$ cat src/rtl/decode_imm_ctrl.sv
// decode_imm_ctrl: 2-entry in-order decode buffer (head + skid) that
// extends each instruction's immediate when the word is accepted.
// Ports:
//   clk, rst_n                 clock, synchronous active-low reset
//   if_valid/if_ready          upstream handshake (if_ready is registered)
//   if_inst, if_pc             fetched word and its PC
//   flush                      drop buffered and incoming words
//   id_valid/id_ready          downstream handshake
//   id_inst, id_pc             head entry instruction and PC
//   id_imm, id_imm_op          head entry extended immediate and ext_op code
//   id_buf_cnt                 occupied entries (0..2)
// Optional build macro: DECODE_BR_OFFS_EN adds branch-offset ext_op codes.
// ext_op codes normally come from the shared defines.vh; the guarded
// fallbacks below hold the same values when it is not included first.

`ifndef EXT_DEFAULT
`define EXT_DEFAULT 3'd0
`endif
`ifndef EXT_20
`define EXT_20 3'd1
`endif
`ifndef EXT_12_SEXT
`define EXT_12_SEXT 3'd2
`endif
`ifndef EXT_12_ZEXT
`define EXT_12_ZEXT 3'd3
`endif
`ifndef EXT_16_BR
`define EXT_16_BR 3'd4
`endif
`ifndef EXT_26_BR
`define EXT_26_BR 3'd5
`endif

module decode_imm_ctrl (
   input  logic        clk,
   input  logic        rst_n,
   input  logic        if_valid,
   output logic        if_ready,
   input  logic [31:0] if_inst,
   input  logic [31:0] if_pc,
   input  logic        flush,
   output logic        id_valid,
   input  logic        id_ready,
   output logic [31:0] id_inst,
   output logic [31:0] id_pc,
   output logic [31:0] id_imm,
   output logic [2:0]  id_imm_op,
   output logic [1:0]  id_buf_cnt
);

   typedef struct packed {
      logic [31:0] inst;
      logic [31:0] pc;
      logic [31:0] imm;
      logic [2:0]  op;
   } entry_t;

   localparam entry_t ENTRY_RST = '{
      inst: 32'h0,
      pc:   32'h0,
      imm:  32'h0,
      op:   `EXT_DEFAULT
   };

   entry_t head_q;
   entry_t head_d;
   entry_t skid_q;
   entry_t skid_d;
   entry_t new_e;

   logic head_vq;
   logic head_vd;
   logic skid_vq;
   logic skid_vd;
   logic rdy_q;
   logic rdy_d;

   logic accept;
   logic drain;

   logic [9:0] op10;
   logic       is_lu12i;
   logic       is_sext;
   logic       is_zext;
`ifdef DECODE_BR_OFFS_EN
   logic [5:0] op6;
   logic       is_b16;
   logic       is_b26;
`endif

   // ---------------- immediate decode at accept time
   assign op10     = if_inst[31:22];
   assign is_lu12i = (if_inst[31:25] == 7'b0001010);
   assign is_sext  = (op10 == 10'b0000001010) ||
                     (op10 == 10'b0010100010) ||
                     (op10 == 10'b0010100110) ||
                     (op10 == 10'b0000001000);
   assign is_zext  = (op10 == 10'b0000001101) ||
                     (op10 == 10'b0000001110) ||
                     (op10 == 10'b0000001111);
`ifdef DECODE_BR_OFFS_EN
   assign op6    = if_inst[31:26];
   assign is_b16 = (op6 >= 6'b010110) && (op6 <= 6'b011011);
   assign is_b26 = (op6[5:1] == 5'b01010);
`endif

   always_comb begin
      new_e.inst = if_inst;
      new_e.pc   = if_pc;
      new_e.op   = `EXT_DEFAULT;
      new_e.imm  = {6'h0, if_inst[25:0]};
      unique case (1'b1)
         is_lu12i: begin
            new_e.op  = `EXT_20;
            new_e.imm = {if_inst[24:5], 12'h000};
         end
         is_sext: begin
            new_e.op  = `EXT_12_SEXT;
            new_e.imm = {{20{if_inst[21]}}, if_inst[21:10]};
         end
         is_zext: begin
            new_e.op  = `EXT_12_ZEXT;
            new_e.imm = {20'h0, if_inst[21:10]};
         end
`ifdef DECODE_BR_OFFS_EN
         is_b16: begin
            new_e.op  = `EXT_16_BR;
            new_e.imm = {{14{if_inst[25]}}, if_inst[25:10], 2'b00};
         end
         is_b26: begin
            new_e.op  = `EXT_26_BR;
            new_e.imm = {{4{if_inst[9]}}, if_inst[9:0],
                         if_inst[25:10], 2'b00};
         end
`endif
         default: ;
      endcase
   end

   // ---------------- buffer next state
   // if_ready is low whenever the skid is full, so a drain that pulls
   // the skid into the head never coincides with an accept.
   assign accept = if_valid & rdy_q;
   assign drain  = head_vq & id_ready;

   always_comb begin
      head_d  = head_q;
      head_vd = head_vq;
      skid_d  = skid_q;
      skid_vd = skid_vq;
      if (flush) begin
         head_d  = ENTRY_RST;
         head_vd = 1'b0;
         skid_d  = ENTRY_RST;
         skid_vd = 1'b0;
      end else if (drain) begin
         if (skid_vq) begin
            head_d  = skid_q;
            skid_vd = 1'b0;
         end else if (accept) begin
            head_d = new_e;
         end else begin
            head_vd = 1'b0;
         end
      end else if (accept) begin
         if (head_vq) begin
            skid_d  = new_e;
            skid_vd = 1'b1;
         end else begin
            head_d  = new_e;
            head_vd = 1'b1;
         end
      end
      rdy_d = ~skid_vd;
   end

   always_ff @(posedge clk) begin
      if (!rst_n) begin
         head_q  <= ENTRY_RST;
         head_vq <= 1'b0;
         skid_q  <= ENTRY_RST;
         skid_vq <= 1'b0;
         rdy_q   <= 1'b1;
      end else begin
         head_q  <= head_d;
         head_vq <= head_vd;
         skid_q  <= skid_d;
         skid_vq <= skid_vd;
         rdy_q   <= rdy_d;
      end
   end

   // ---------------- outputs
   assign if_ready   = rdy_q;
   assign id_valid   = head_vq;
   assign id_inst    = head_q.inst;
   assign id_pc      = head_q.pc;
   assign id_imm     = head_q.imm;
   assign id_imm_op  = head_q.op;
   assign id_buf_cnt = {1'b0, head_vq} + {1'b0, skid_vq};

endmodule
$ cat config.mk
export PLATFORM = sky130hd
export DESIGN_NAME = decode_imm_ctrl
export DESIGN_NICKNAME = d
export VERILOG_FILES = /design/src/rtl/decode_imm_ctrl.sv
export SDC_FILE = /design/constraint.sdc
export NUM_CORES = 1
export LEC_CHECK = 0
export ABC_AREA = 1
export ABC_CLOCK_PERIOD_IN_PS = 2600
export BUFFER_PORTS_ARGS = -buffer_cell sky130_fd_sc_hd__buf_2
export CORE_MARGIN = 3
export CORE_UTILIZATION = 59
export DETAILED_ROUTE_END_ITERATION = 8
export GPL_ROUTABILITY_DRIVEN = 0
export PLACE_DENSITY = 0.85
export RECOVER_POWER = 25
export SYNTH_ARGS = -nofsm -noshare
export SYNTH_HDL_FRONTEND = slang
export SYNTH_SLANG_ARGS = --single-unit
$ cat constraint.sdc
create_clock -name clk -period 2.6 [get_ports clk]
set_input_delay 0.26 -clock clk [delete_from_list [all_inputs] [get_ports clk]]
set_output_delay 0.26 -clock clk [all_outputs]
set_load 0.01 [all_outputs]
==> flow_metrics.tcl, run 1 <==
set metrics [dict create \
    status "finished, final reports clean" \
    cp-start-kind "flop" \
    yosysWarnings 0 \
    clock.fmax_ghz 0.5638 \
    irDropWorstVdd_mv 0.6519 \
    p_leak_nw 4.550 \
    grt_pass1_vias 7419 \
    syn-num-nets 1218 \
    initial_utilization_pct 60.93 \
    via_per_inst 5.572 \
    setup-violations-final 0 \
    final_antenna_net_count 0 \
    arrival_ps 2120 \
    die_y_um 126.2 \
    drive_gt1_share_pct 14.33 \
    dp_cells 1418 \
    die-width_um 126.2 \
    ys_top_cells_by_area "dfxtp_1, o21ai_0, a21oi_1" \
    synthTopCellsByCount "o21ai_0, dfxtp_1, a21oi_1, nand2_1, nor2_1" \
    path_max_fanout 53 \
    rsz0062_at_grt "no" \
    syn_inst 1147 \
    ys.flop_type "dfxtp_1" \
    clkTransAtPathRegs_ps 70 \
    fp-row-count 43 \
    netlist.area_leader.share_pct 46.74 \
    ctsResizeCount 0 \
    grt_use_total_pct 27.39 \
    slew_headroom_pct 56.16 \
    antenna_found_initial 0 \
    drt-total-wl_um 22220 \
    io_pins 172 \
    h-tree-depth 4 \
    synth_area_leader_cell "dfxtp_1" \
    ys_ff_latch 199 \
    cts_tree "built" \
    clockBufferDepth 2 \
    numCtsBuffers 17 \
    nNetsFinal 1328 \
    hold_viol 0 \
    yosysMostFrequentCell "o21ai_0" \
    finClkSkew_ps 7.544 \
    dr_total_vias 8079 \
    tns_ps 0 \
    postCtsSetupRepairBufs 0 \
    p_per_area_mw_per_mm2 666.2 \
    num_antenna_cells 0 \
    port_buffers 170 \
    drv_cap 0 \
    cts_hold_buf 0 \
    fin_crit_ps 1774 \
    drt-wirelength-per-cell_um 15.32 \
    critical_path_class "flop to flop" \
    tightestPinTransition_ps 657.6 \
    dieArea_mm2 0.01592 \
    grt_max_degree 164 \
    drtIter0Drc 755 \
    ys_types 28 \
    drc 0 \
    synth-seq-area-share_pct 46.74 \
    async_flop_share_pct 0 \
    syn_area_per_cell_um2 7.431 \
    clock_latency_ps 430 \
    synth_edf_count 0 \
    cts.sinks 199 \
    area_growth_pct 15.41 \
    post-route-period-util_pct 68.22 \
    synthesis.area_mm2 0.008523 \
    hpwl_um 14000 \
    core_area_mm2 0.01399 \
    cp-end-kind "flop" \
    cts-root-buf "clkbuf_16" \
    required_ps 2950 \
    instances_no_fill 1450 \
    hold_ws_ps 73.59 \
    grt_pass1_wl_um 36320 \
    dr.pass1.iters 8 \
    grt.overflow.total 0 \
    hold_path_class "input port to flop" \
    finalMaxSlewViolations 0 \
]
==> cells in the final DEF (no fill, tap or decap), types with 4 or more instances in the layout <==
master,instances
o21ai_0,224
o21ai_1,27
clkbuf_16,17
buf_12,6
buf_2,97
nor2_2,4
inv_1,88
nand2_1,132
clkinv_2,4
clkinv_4,4
a21oi_1,181
nand2_2,5
nand3_1,28
a21oi_2,16
nor2_4,6
dfxtp_1,199
nor2_1,114
inv_2,5
mux2i_1,14
clkbuf_1,75
buf_4,5
==> per-stage QoR <==
step	area, um^2	worst slack, ps	utilization (%)	total power, mW
final	9837	826.3	70.32	6.554
after global routing	9837	635.6	70.32	6.780
after CTS	9940	834.7	71.06	6.588
after detailed placement	9321	786.3	66.64	3.886
after global placement	9321	836.1	66.64	3.872
after floorplan	8523	1140	-	3.640
==> where the power goes <==
group / total, mW / switching, mW / internal [mW]
Clock: 2.74 / 1.15 / 1.59
Sequential: 3.18 / 0.0447 / 3.14
Combinational: 0.632 / 0.428 / 0.205
Total: 6.55 / 1.62 / 4.93
==> area by class of cell <==
| type | instances | area (um^2) |
|---|---|---|
| Sequential cell | 199 | 3984 |
| Tap cell | 180 | 225.2 |
| Inverter | 97 | 370.4 |
| Multi-Input combinational cell | 760 | 3719 |
| Clock buffer | 21 | 470.5 |
| Timing Repair Buffer | 182 | 920.9 |
| Clock inverter | 11 | 147.6 |
| Fill cell | 1190 | 4151 |
==> registers in the layout (all words and copies together) (netlist names) <==
name	count
skid_vq	1
id_inst	32
id_imm	32
id_imm_op	2
id_pc	32
skid_q	98
id_valid	1
if_ready	1
==> logic make-up after synthesis <==
group | after synthesis | synth area share [%]
AOI/OAI and AO/OA | 451 | 27.30
adders and majority gates | 2 | 0.2936
buffers and inverters | 188 | 9.689
DFF | 199 | 46.74
muxes | 14 | 1.644
other | 1 | 0.04400
and+or+nand+nor | 292 | 14.28
==> routing by layer <==
metal	routed length [um]	up-vias	GRT usage (%)	share of wire, %
li1	-	4020	-	-
met1	9376	3694	36.09	42
met2	10510	320	43.82	47
met3	1750	45	6.870	7.9
met4	578	0	9.968	2.6
met5	0	-	0	0
==> final timing paths <==
kind                            cells after the start  slack (ps)                    from                 endpoint
worst min register to register                      2         510  skid_q[0]$_SDFFE_PP0P_   skid_q[0]$_SDFFE_PP0P_
worst max register to register                      7         830   id_valid$_SDFFE_PP0P_   id_imm[0]$_SDFFE_PP0P_
worst min-delay path                                3          70               if_pc[10]  skid_q[45]$_SDFFE_PP0P_
worst max-delay path                                7         830   id_valid$_SDFFE_PP0P_   id_imm[0]$_SDFFE_PP0P_
==> critical path, cell delays in order, from the launching register on <==
cell	delay, ps
dfxtp_1	390
inv_2	70
o21ai_2	170
nand2_2	90
inv_4	330
buf_12	280
o21ai_0	140
a21oi_1	190
No activity file was read; power rests on OpenSTA's default activity.
==> run 2, diff against run 1 <==
ABC_CLOCK_PERIOD_IN_PS = 1500   (was 2600)
CORE_UTILIZATION = 50   (was 59)
PLACE_DENSITY = 0.77   (was 0.85)
clock period = 1.5 ns   (was 2.6 ns; I/O delays follow)
==> run 2 against run 1 <==
Net effect: cell area up 11%; worst hold slack got worse by 64 ps; fmax rose by 22%; setup slack lost 770 ps; sequential power grew 74%; register-to-register slack worse by 770 ps; non-clock buffer count rose by 87; sequential cell count unchanged; via count rose by 6.6%; first-iteration DRC count increased by 24%; count of clock-buffer cells in the layout unchanged; critical path type unchanged; highest routed layer unchanged.
==> flow_metrics.tcl, run 2 (synthesis gave the netlist of run 1 again) <==
set metrics [dict create \
    status "finished, final reports clean" \
    grt_use_total_pct 26.00 \
    grt-busiest-layer "met2" \
    core_area_mm2 0.01664 \
    regMostFlops "skid_q" \
    hpwl_um 15870 \
    clock.fmax_ghz 0.6903 \
    clkTransAtPathRegs_ps 70 \
    antenna_found_initial 1 \
    cp-start-kind "flop" \
    grt_use_met2_pct 40.55 \
    drc 0 \
    finalMaxSlewViolations 0 \
    die_y_um 136.6 \
    nNetsFinal 1416 \
    layout_commonest_cell "o21ai_0" \
    fin_ws_ps 51.38 \
    drtIter0Drc 934 \
    fp-row-count 47 \
    required_ps 1870 \
    largest_reg_flops 98 \
    slew_headroom_pct 52.94 \
    cp-end-kind "flop" \
    h-tree-depth 4 \
    cts.sinks 199 \
    irDropWorstVdd_mv 0.8904 \
    tightestPinTransition_ps 704.2 \
    rsz0062_at_grt "yes" \
    final_antenna_net_count 0 \
    dr.pass1.iters 5 \
    p_leak_nw 5.065 \
    numCtsBuffers 17 \
    final_area_mm2 0.01095 \
    die-width_um 136.6 \
    arrival_ps 1820 \
    initial_utilization_pct 51.21 \
    critical_path_class "flop to flop" \
    placed_area_mm2 0.009792 \
    fin_crit_ps 1449 \
    use_met1_pct 35.62 \
    clockBufferDepth 2 \
    post-route-period-util_pct 96.57 \
    clock_latency_ps 440 \
    grtUsageMet3_pct 6.507 \
    dieArea_mm2 0.01865 \
    drive_gt1_share_pct 18.04 \
    drv_cap 0 \
    port_buffers 170 \
    hold_viol 0 \
    nFillCells 1389 \
    dp_slack_ps -150.8 \
    io_pins 172 \
    area_growth_pct 28.48 \
    dr_total_vias 8609 \
    setup-violations-final 0 \
    via_per_inst 5.452 \
    cts-root-buf "clkbuf_16" \
    finClkSkew_ps 9.831 \
    cts_tree "built" \
    p_per_area_mw_per_mm2 1051 \
    grt.overflow.total 0 \
    postLayoutCoreUtil_pct 65.80 \
    grt_max_degree 76 \
    drt-wirelength-per-cell_um 16.48 \
    grt_pass1_wl_um 38880 \
    grt_pass1_vias 7654 \
    final_cell_mix "o21ai_0, dfxtp_1, a21oi_1, nand2_1, nor2_1" \
    drt-total-wl_um 26020 \
    hold_path_class "input port to flop" \
    path_max_fanout 32 \
]
## run 2: cell types whose count changed in the layout (fill, tap and decap cells not counted), moves of 6 or more
cell	delta
buf_4	+27
clkbuf_16	+6
dlygate4sd3_1	+38
buf_12	+11
buf_2	+6
o21ai_0	-17
o21ai_1	+15
clkbuf_1	-7
## run 2: worst paths after layout
path                                             start                 endpoint  slack, ps  cells after the start
worst max-delay path             id_valid$_SDFFE_PP0P_  skid_q[48]$_SDFFE_PP0P_         50                      8
worst min-delay path                        if_inst[1]  skid_q[68]$_SDFFE_PP0P_          9                      3
worst max register to register   id_valid$_SDFFE_PP0P_  skid_q[48]$_SDFFE_PP0P_         50                      8
worst min register to register  skid_q[0]$_SDFFE_PP0P_   skid_q[0]$_SDFFE_PP0P_        510                      2
## run 2: per-stage QoR
step                total power, mW  hold WS (ps)  TNS [ps]  std cells
floorplan                     6.309         284.9         0       1147
global placement              6.813         387.6     -2478       1494
detailed placement            6.828         394.5     -3777       1494
CTS                           11.45         3.407         0       1564
global route                  11.88         11.41    -172.2       1579
finish                        11.51         9.102         0       1579
## run 2: layout make-up
class	instances	area, um^2	share of cell area (%)
repair inverters	1	6.256	0.05713
clock buffers	21	470.5	4.296
well taps	220	275.3	2.514
flip-flops and latches	199	3988	36.41
inverters	97	379.1	3.462
clock inverters	11	121.4	1.108
multi-input cells	760	3746	34.21
diodes	1	2.502	0.02285
repair buffers	269	1962	17.92
## run 2: what timing repair did
action	4_1_cts	5_1_grt
pin swaps	0	2
gates resized for setup	1	34
cloned	0	7
hold buffers	38	0
endpoints found under the hold margin	39	0
endpoints found under the setup margin	1	166
buffers inserted	0	7
## run 2: critical path: stages (launching register included)
cell and delay, ps:
dfxtp_4 370, inv_4 50, nor2_4 80, inv_2 70, nor2_4 210, buf_4 180
clkbuf_16 210, o21ai_0 90, a21oi_1 110
## run 2: report_power, final
| group | total, mW | leakage [nW] | internal, mW | switching, mW |
|---|---|---|---|---|
| sequential | 5.52 | 1.62 | 5.43 | 0.0820 |
| clock | 4.63 | 0.278 | 2.59 | 2.05 |
| combinational | 1.36 | 3.17 | 0.532 | 0.824 |
## run 2: per-layer routing
layer	routed length (um)	vias up
met5	0	-
met4	435	0
met3	2154	36
met2	12040	382
met1	11390	3989
li1	-	4202
==> run 3, diff against run 2 <==
ABC_CLOCK_PERIOD_IN_PS = 1300   (was 1500)
clock period = 1.3 ns   (was 1.5 ns; I/O delays follow)
==> run 3 against run 2 <==
Net effect: the run now ends with negative setup slack left; critical path type unchanged; highest routed layer unchanged; non-clock buffer count rose by 57; die area stayed put; setup slack got worse by 440 ps; global-route usage up 4.8 points.
==> flow_metrics.tcl, run 3 (synthesis gave the netlist of run 1 again) <==
set metrics [dict create \
    grt_pass1_vias 8705 \
    initial_utilization_pct 51.21 \
    finalMaxSlewViolations 0 \
    clock_latency_ps 450 \
    slew_headroom_pct 51.99 \
    die_y_um 136.6 \
    core_area_mm2 0.01664 \
    h-tree-depth 4 \
    finalPower_mw 14.18 \
    r2r_end "id_pc[31]$_SDFFE_PP0P_" \
    tightestPinTransition_ps 720.1 \
    drt-total-wl_um 36370 \
    final_antenna_net_count 0 \
    antenna_found_initial 2 \
    dieArea_mm2 0.01865 \
    grt_use_total_pct 30.78 \
    post-route-period-util_pct 129.8 \
    drt-wirelength-per-cell_um 22.19 \
    grt_max_degree 73 \
    regArea_mm2 0.003989 \
    nFillCells 931 \
    cts-root-buf "clkbuf_16" \
    rrSetupSlack_ps -390 \
    violations "negative setup slack" \
    path_buf_inv 3 \
    fp-row-count 47 \
    cp_slowest_cell "dfxtp_4" \
    clkTransAtPathRegs_ps 80 \
    required_ps 1610 \
    rr_startpoint "id_valid$_SDFFE_PP0P_" \
    dp_cells 1495 \
    hold_viol 0 \
    p_per_area_mw_per_mm2 1070 \
    cp-end-kind "flop" \
    finClkSkew_ps 17.32 \
    hpwl_um 15300 \
    hold_ws_ps 42.80 \
    via_per_inst 6.195 \
    drive_gt1_share_pct 38.18 \
    drtIter0Drc 1392 \
    dr.pass1.iters 6 \
    cts_tree "built" \
    instances_no_fill 1639 \
    grt_pass1_wl_um 45280 \
    numCtsBuffers 17 \
    cts.sinks 199 \
    die-width_um 136.6 \
    clockBufferDepth 2 \
    multi_input_area_mm2 0.004634 \
    clock.fmax_ghz 0.5928 \
    hold_depth 3 \
    drc 0 \
    rsz0062_at_grt "yes" \
    cp-start-kind "flop" \
    regMostFlops "skid_q" \
    nNetsFinal 1475 \
    setup-violations-final 199 \
    final_cell_mix "dfxtp_1, buf_2, nand2_1, a21oi_1, nor2_1" \
    critical_path_class "flop to flop" \
    hold_path_class "input port to flop" \
    grt.overflow.total 0 \
    arrival_ps 2000 \
    path_delay_family "buffers and inverters" \
    critPathMaxStageDelay_ps 370 \
    fin_crit_ps 1687 \
    min_from "if_inst[14]" \
    p_leak_nw 6.014 \
    layout_commonest_cell "dfxtp_1" \
    port_buffers 170 \
    dr_total_vias 10153 \
    r2r_cells 7 \
    largest_reg_flops 98 \
    path_max_fanout 7 \
    status "complete, but fails checks" \
    irDropWorstVdd_mv 1.029 \
    io_pins 172 \
    area_growth_pct 55.48 \
    fin_ws_ps -386.9 \
    min_to "skid_q[81]$_SDFFE_PP0P_" \
    drv_cap 0 \
    crit_chain "nand2_1, nor2_4, buf_4, buf_12, clkbuf_16, mux2i_1, a21oi_1" \
]
-- run 3: cell types whose count changed in the layout (fill, tap and decap cells not counted), moves of 7 or more --
cell       previous run  this run
clkbuf_16            23        34
nor2_1              113       106
o21ai_1              42        98
o21ai_4               0        25
a21oi_1             181       128
a21oi_2              16        63
o21ai_0             207        44
buf_2               103       168
o21ai_2               4        86
nor2_2                3        10
buf_12               17        30
buf_16                1        23
buf_6                 5        13
clkbuf_1             68         2
-- run 3: worst max-delay path by stage --
stage                                   end                   from  cells past startpoint  slack, ps
floorplan           skid_q[18]$_SDFFE_PP0P_  id_valid$_SDFFE_PP0P_                      9         -9
global placement    id_imm[13]$_SDFFE_PP0P_            if_inst[22]                     10       -280
detailed placement  id_imm[12]$_SDFFE_PP0P_            if_inst[22]                     10       -310
CTS                           id_buf_cnt[0]  id_valid$_SDFFE_PP0P_                      4       -150
global route        skid_q[85]$_SDFFE_PP0P_  id_valid$_SDFFE_PP0P_                      8       -410
finish               id_pc[31]$_SDFFE_PP0P_  id_valid$_SDFFE_PP0P_                      7       -390
-- run 3: cell type report --
type,count,area share [%]
flip-flops and latches,199,30.10
repair inverters,3,0.3966
well taps,220,2.077
repair buffers,326,25.24
clock inverters,11,0.7365
diodes,2,0.03777
multi-input cells,760,34.97
inverters,97,2.880
clock buffers,21,3.560
-- run 3: metal layers --
metal	vias up	global-route usage (%)	part of all wire [%]
li1	4344	-	-
met1	4665	40.15	36
met3	259	8.382	13
met2	885	48.71	45
met4	0	11.87	6.3
met5	-	0	0
-- run 3: timing repair --
item / CTS / global route
gates cloned: 25 / 21
setup endpoints to repair: 198 / 198
setup buffers: 16 / 15
hold buffers: 39 / 0
pin swaps: 13 / 31
resized for setup: 205 / 240
endpoints found under the hold margin: 50 / 0
-- run 3: worst register-to-register path: stages (launching register included) --
cell       delay (ps)
dfxtp_4           370
nand2_1           100
nor2_4            180
buf_4             160
buf_12            150
clkbuf_16         180
mux2i_1           290
a21oi_1           130
-- run 3: through the flow --
stage | setup TNS [ps] | area [um^2] | utilization (%) | setup slack, ps
finish | -34240 | 13250 | 79.63 | -386.9
floorplan | -84.23 | 8589 | - | -8.917
CTS | -14980 | 11940 | 71.77 | -145.2
detailed placement | -26780 | 9813 | 58.97 | -313.7
global placement | -23020 | 9813 | 58.97 | -276.2
global route | -43850 | 13250 | 79.63 | -414.3
-- run 3: where the power goes --
part | leakage [nW] | internal [mW] | total [mW] | switching, mW
Combinational | 4.13 | 1.09 | 2.47 | 1.38
Clock | 0.270 | 2.81 | 5.30 | 2.49
Sequential | 1.62 | 6.27 | 6.41 | 0.140
